`config.mk`:
```
export PLATFORM = sky130hd
export DESIGN_NAME = ascon_perm_engine
export DESIGN_NICKNAME = d
export VERILOG_FILES = /design/src/rtl/ascon_perm_engine.sv
export SDC_FILE = /design/constraint.sdc
export NUM_CORES = 1
export LEC_CHECK = 0
export CAP_MARGIN = 20
export CORE_MARGIN = 5
export CORE_UTILIZATION = 50
export DETAILED_ROUTE_END_ITERATION = 6
export PLACE_DENSITY = 0.78
export REMOVE_ABC_BUFFERS = 1
export SETUP_SLACK_MARGIN = 0.15
export SLEW_MARGIN = 5
export SYNTH_ARGS = -nofsm -noshare
export SYNTH_HDL_FRONTEND = slang
export SYNTH_SLANG_ARGS = --single-unit
export TNS_END_PERCENT = 100
```
`constraint.sdc`:
```
create_clock -name clk -period 32.8 [get_ports clk]
set_input_delay 6.56 -clock clk [delete_from_list [all_inputs] [get_ports clk]]
set_output_delay 6.56 -clock clk [all_outputs]
set_load 0.05 [all_outputs]
```
`src/rtl/ascon_perm_engine.sv`:
```
// rtl/ascon_perm_engine.sv - ASCON p^a/p^b permutation engine, start/busy/done handshake, UNROLL rounds per clock
module ascon_perm_engine #(
    parameter int UNROLL = 1
) (
    input  logic         clk,
    input  logic         rst,
    input  logic         start,
    input  logic [3:0]   rounds,
    input  logic [319:0] state_in,
    output logic         busy,
    output logic         done,
    output logic [319:0] state_out
);

    generate
        if (UNROLL != 1 && UNROLL != 2) begin : g_bad_unroll
            $error("ascon_perm_engine: UNROLL must be 1 or 2");
        end
    endgenerate

    typedef enum logic {
        S_IDLE = 1'b0,
        S_RUN  = 1'b1
    } fsm_t;

    fsm_t         r_fsm;
    fsm_t         w_fsm_nxt;
    logic [319:0] r_state;
    logic [319:0] w_state_nxt;
    logic [3:0]   r_ridx;
    logic [3:0]   w_ridx_nxt;
    logic [3:0]   r_rem;
    logic [3:0]   w_rem_nxt;
    logic         r_done;
    logic         w_done_nxt;

    logic [3:0]   w_nr;
    logic [3:0]   w_step;
    logic [319:0] w_round1;
    logic [319:0] w_round2;
    logic [319:0] w_run_state;

    function automatic logic [63:0] ror64(input logic [63:0] x, input int unsigned n);
        return (x >> n) | (x << (64 - n));
    endfunction

    function automatic logic [319:0] ascon_round(input logic [319:0] s, input logic [3:0] i);
        logic [63:0] x0, x1, x2, x3, x4;
        logic [63:0] t0, t1, t2, t3, t4;
        x0 = s[319:256];
        x1 = s[255:192];
        x2 = s[191:128];
        x3 = s[127:64];
        x4 = s[63:0];
        x2 = x2 ^ {56'b0, 4'hF - i, i};
        x0 = x0 ^ x4;
        x4 = x4 ^ x3;
        x2 = x2 ^ x1;
        t0 = ~x0 & x1;
        t1 = ~x1 & x2;
        t2 = ~x2 & x3;
        t3 = ~x3 & x4;
        t4 = ~x4 & x0;
        x0 = x0 ^ t1;
        x1 = x1 ^ t2;
        x2 = x2 ^ t3;
        x3 = x3 ^ t4;
        x4 = x4 ^ t0;
        x1 = x1 ^ x0;
        x0 = x0 ^ x4;
        x3 = x3 ^ x2;
        x2 = ~x2;
        x0 = x0 ^ ror64(x0, 19) ^ ror64(x0, 28);
        x1 = x1 ^ ror64(x1, 61) ^ ror64(x1, 39);
        x2 = x2 ^ ror64(x2, 1)  ^ ror64(x2, 6);
        x3 = x3 ^ ror64(x3, 10) ^ ror64(x3, 17);
        x4 = x4 ^ ror64(x4, 7)  ^ ror64(x4, 41);
        return {x0, x1, x2, x3, x4};
    endfunction

    // Out-of-range round counts fall back to the full 12-round p^a
    assign w_nr = (rounds == 4'd0 || rounds > 4'd12) ? 4'd12 : rounds;

    // Second round index may reach 12 when only one round remains; its result is then unused
    assign w_round1    = ascon_round(r_state, r_ridx);
    assign w_round2    = ascon_round(w_round1, r_ridx + 4'd1);
    assign w_step      = (UNROLL == 2 && r_rem >= 4'd2) ? 4'd2 : 4'd1;
    assign w_run_state = (w_step == 4'd2) ? w_round2 : w_round1;

    always_comb begin
        w_fsm_nxt   = r_fsm;
        w_state_nxt = r_state;
        w_ridx_nxt  = r_ridx;
        w_rem_nxt   = r_rem;
        w_done_nxt  = 1'b0;
        case (r_fsm)
            S_IDLE: begin
                if (start) begin
                    w_state_nxt = state_in;
                    w_ridx_nxt  = 4'd12 - w_nr;
                    w_rem_nxt   = w_nr;
                    w_fsm_nxt   = S_RUN;
                end
            end
            S_RUN: begin
                w_state_nxt = w_run_state;
                w_ridx_nxt  = r_ridx + w_step;
                w_rem_nxt   = r_rem - w_step;
                if (r_rem == w_step) begin
                    w_fsm_nxt  = S_IDLE;
                    w_done_nxt = 1'b1;
                end
            end
            default: w_fsm_nxt = S_IDLE;
        endcase
    end

    always_ff @(posedge clk or posedge rst) begin
        if (rst) begin
            r_fsm   <= S_IDLE;
            r_state <= '0;
            r_ridx  <= '0;
            r_rem   <= '0;
            r_done  <= 1'b0;
        end else begin
            r_fsm   <= w_fsm_nxt;
            r_state <= w_state_nxt;
            r_ridx  <= w_ridx_nxt;
            r_rem   <= w_rem_nxt;
            r_done  <= w_done_nxt;
        end
    end

    assign busy      = (r_fsm == S_RUN);
    assign done      = r_done;
    assign state_out = r_state;

endmodule

```
**After elaboration in Yosys (flattened, before gate mapping)**

Cells that the tools add are included.

- Shifts and indexed selects: 0
- Multipliers: 0
- Reductions and logical operators: 2
- $lt $le $gt $ge: 1
- Add/subtract/negate cells: 4
- Eq/ne operators: 2
- Multiplexer cells: 12
- Div/mod/pow operators: 0
- Bitwise logic cells: 44

Operators with widths:

| cell | count |
|---|---|
| 64-bit XOR | 21 |
| 320-bit case mux with 2 select lines | 1 |
| 64-bit NOT | 6 |
| 64-bit AND | 5 |
| 320-bit 2-to-1 mux | 1 |
| 23-bit by 64-bit OR with 64-bit output | 1 |
| 25-bit by 64-bit OR with 64-bit output | 1 |
| 3-bit by 64-bit OR with 64-bit output | 1 |
| 36-bit by 64-bit OR with 64-bit output | 1 |
| 45-bit by 64-bit OR with 64-bit output | 1 |
| 47-bit by 64-bit OR with 64-bit output | 1 |
| 54-bit by 64-bit OR with 64-bit output | 1 |
| 57-bit by 64-bit OR with 64-bit output | 1 |
| 58-bit by 64-bit OR with 64-bit output | 1 |
| 63-bit by 64-bit OR with 64-bit output | 1 |
| 64-bit by 8-bit XOR with 64-bit output | 1 |
| 4-bit case mux with 2 select lines | 2 |
| 4-bit 2-to-1 mux | 3 |
| 4-bit subtractor (first input constant) | 2 |
| 4-bit by 1-bit adder with 4-bit output (second input constant) | 1 |
| 4-bit by 1-bit equality test with 1-bit output (second input constant) | 1 |
| 4-bit > comparator (second input constant) | 1 |
| 4-bit zero test | 1 |
| 1-bit 2-to-1 mux | 4 |
| other kinds (5) | 5 |

- Input bits: 327
- Latch bits: 0
- Word-level logic and storage cells: 70
- Bits in registers: 330
- Output and inout port bits: 322
- RAM bits: 0
- Memory bits (read-only): 0
- Memories kept: 0

**Longest topological paths before layout**

- Depth in word-level cells: 11
- Mapped depth: 8
- Mapped depth without buffers: 7

**Worst setup path before layout**

OpenSTA, ideal clock, no wires.

- Path type: in2reg
- From: input start
- To: register r_state[0], in the netlist state_out[0]
- Data arrival time: 7.709 ns
- Data required time: 32.663 ns
- Buffers on the path: 4
- Slack: 24.954 ns
- Setup time: 0.137 ns
- Cell stages on the path: 7
- Cells stage by stage: buf_2 buf_2 clkbuf_1 clkbuf_1 nor2_1 a211oi_1 a21oi_1

- Word-level cells in the longest chain between the ends: 1

Ends and longest elaborated chain:

| what | RTL line | text |
|---|---|---|
| from (decl) | 7 | `input logic start,` |
| 2-bit != test (no source line) | n/a |  |
| to (signal assigned) | 127 | `r_state <= w_state_nxt;` |
| to (decl) | 28 | `logic [319:0] r_state;` |

No other way between the ends.
A chain may end at the register's enable or synchronous reset.

**Final worst setup path**

- From: input start
- To: register r_state[263], in the netlist state_out[263]

The elaborated chain is that of the path after synthesis.

==> metrics.cfg <==
[logic_synthesis]
syn_area_um2 = 30900
yosysWarnings = 0
syn_inst = 2914
synthAdderAreaFrac_pct = 7.02
synthMuxAreaShare_pct = 8.58
yosys.area.top_type_share_pct = 26.7
synth_top_family_by_area = XOR/XNOR gates
synthTopCellsByArea = dfrtp_1 27%, xnor3_1 18%, xnor2_1 11%, mux2i_1 8.6%, xor2_1 5.7%
synth-simple-area-share_pct = 6.21
synth_seq_area_share_pct = 26.7
synth-compound-area-share_pct = 9.30
syn-mean-instance-area_um2 = 10.6
synth_largest_area_cell = dfrtp_1
yosysUniqueCellTypes = 28
synth_xor_area_share_pct = 38.4
ys_seq_elements = 330

[sta]
max_freq_mhz = 99.0
final-setup-viol-count = 0
fin_tns_setup_ns = 0
slew_violations = 0
rsz0062_at_grt = false
fin_skew_ns = 0.0184
slew-limit-headroom_pct = 14.9
fin_crit_ns = 10.10
fin_crit_sh_pct = 30.8
final-hold-violation-count = 0
worst_pin_slew_ns = 1.27

[global_routing]
grt_pass1_wl_um = 185000
grt_antenna_before_repair = 7
grt_pass1_vias = 25100
grt_max_degree = 214
grt_usage_pct = 38.9
grt-ovfl-total = 0

[final_layout]
multi_input_area_um2 = 21500
fin_cells = 4338
utilization_pct = 64.4
drive_gt1_share_pct = 5.14
final_cell_mix = 647 x clkdlybuf4s50_1, 399 x xnor2_1, 329 x dfrtp_1, 265 x mux2i_1, 251 x xnor3_1
final_common_cell = clkdlybuf4s50_1
num-fill-cells = 4987
syn2layout_area_growth_pct = 28.1
regArea_um2 = 8260
stdcell_area_um2 = 39600
nets = 3971

[placement]
hpwl_um = 110000
dpl.cell_count = 4255
gp_congestion = 1.00
portBuffers = 648
place_area_um2 = 38100

[critical_path]
cp_data_arrival_time_ns = 10.51
cpMostUsedCell = buf_4
r2r_slack_ns = 29.22
cp_cell_sequence = buf_8 -> buf_4 -> buf_4 -> buf_4 -> nor2b_1 -> a211oi_1 -> a21oi_1
cp_max_fo = 105
cp-end-kind = register
cp.required_ns = 33.21
start_kind = input port
crit_type = input port to register
slowest_stage = buf_4
slowest_delay_ns = 0.96

[floorplan]
rows = 91
die_w_um = 259
top_level_ports = 649
fp.coreArea_um2 = 61500
initial_core_util_pct = 50.3
die_area_um2 = 66900
die_y_um = 259

[clock_network]
cts_resized = 0
clk_latency_ns = 0.58
cts_buffer_depth = 3
cts_tree = yes
hold_buffers = 0
cts_root_buf = clkbuf_16
cts_buffers = 42
cts.sinks = 330
htree_levels = 2
postCtsSetupRepairBufs = 0
clkTransAtPathRegs_ns = 0.06

[hold_path]
min_path_type = register to register

[route]
vias = 25500
dr.pass1.iters = 6
ant_nets = 0
drtIter0Drc = 2963
wl_um = 135000
wl_per_cell_um = 31.2
drc = 0
viasPerCell = 5.89

[job]
cap_violations = 0

[status]
status = finished, final reports clean

## final cells by class
cell class	instances	share of cell area, %
multi-input cells	2281	54.3
flip-flops and latches	330	20.9
repair buffers	677	17.0
clock buffers	60	3.16
well taps	790	2.50
inverters	180	1.73
clock inverters	16	0.427
diodes	4	0.0253
## flip-flops by register name, summed over array words and instances (netlist names)
register / count
r_rem: 4
r_ridx: 4
done: 1
state_out: 320
busy: 1
## cell usage after synthesis
master,number
xnor2_1,401
a21oi_1,180
dfrtp_1,330
inv_1,180
xor2_1,202
nor3_1,3
o31ai_1,2
o21ai_0,85
buf_1,7
maj3_2,30
nand2_1,200
xor3_1,5
xnor3_1,251
xor2_2,9
nor2_1,171
nand2b_1,1
a32o_1,1
maj3_1,18
nand3_1,2
or3_1,1
buf_2,22
mux2i_1,265
a211oi_1,171
xnor2_2,41
a21o_1,32
ha_1,132
nor2b_1,78
clkbuf_1,94
## cell families after synthesis
group                      after synthesis
xor gates and xnor gates               909
AOI/OAI and AO/OA                      471
and+or+nand+nor                        456
DFF                                    330
buffers and inverters                  303
muxes                                  265
adders and majority gates              180
## per-layer routing
metal	track usage, %	vias up	share of wire (%)
met1	49.4	12600	37
met3	10.7	313	11
li1	-	11100	-
met2	61.7	1532	46
met5	1.32	-	0.13
met4	18.7	10	6.1
## per-stage QoR
stage	setup WS, ns	hold WS (ns)
after global routing	22.57	0.532
final	22.70	0.515
after detailed placement	22.29	0.501
after floorplan	16.28	0.462
after CTS	22.89	0.521
after global placement	22.35	0.501
## final timing paths
check | from | to | depth (start not counted)
worst max-delay path | start | state_out[263] | 7
worst min-delay path | r_rem[3] | done | 1
worst max register to register | r_ridx[3] | state_out[125] | 6
worst min register to register | r_rem[3] | done | 1
max in group asynchronous | rst | busy | 3
min in group asynchronous | rst | state_out[226] | 2
## worst max-delay path, delay by kind of cell
kind	cells	cell delay (ns)
AND/OR/NAND/NOR	1	0.12
AO/OA/AOI/OAI	2	0.37
buffers and inverters	4	3.28
Power is not shown: default switching activity piles up to over one toggle a cycle in this logic, so the estimate is an artifact.
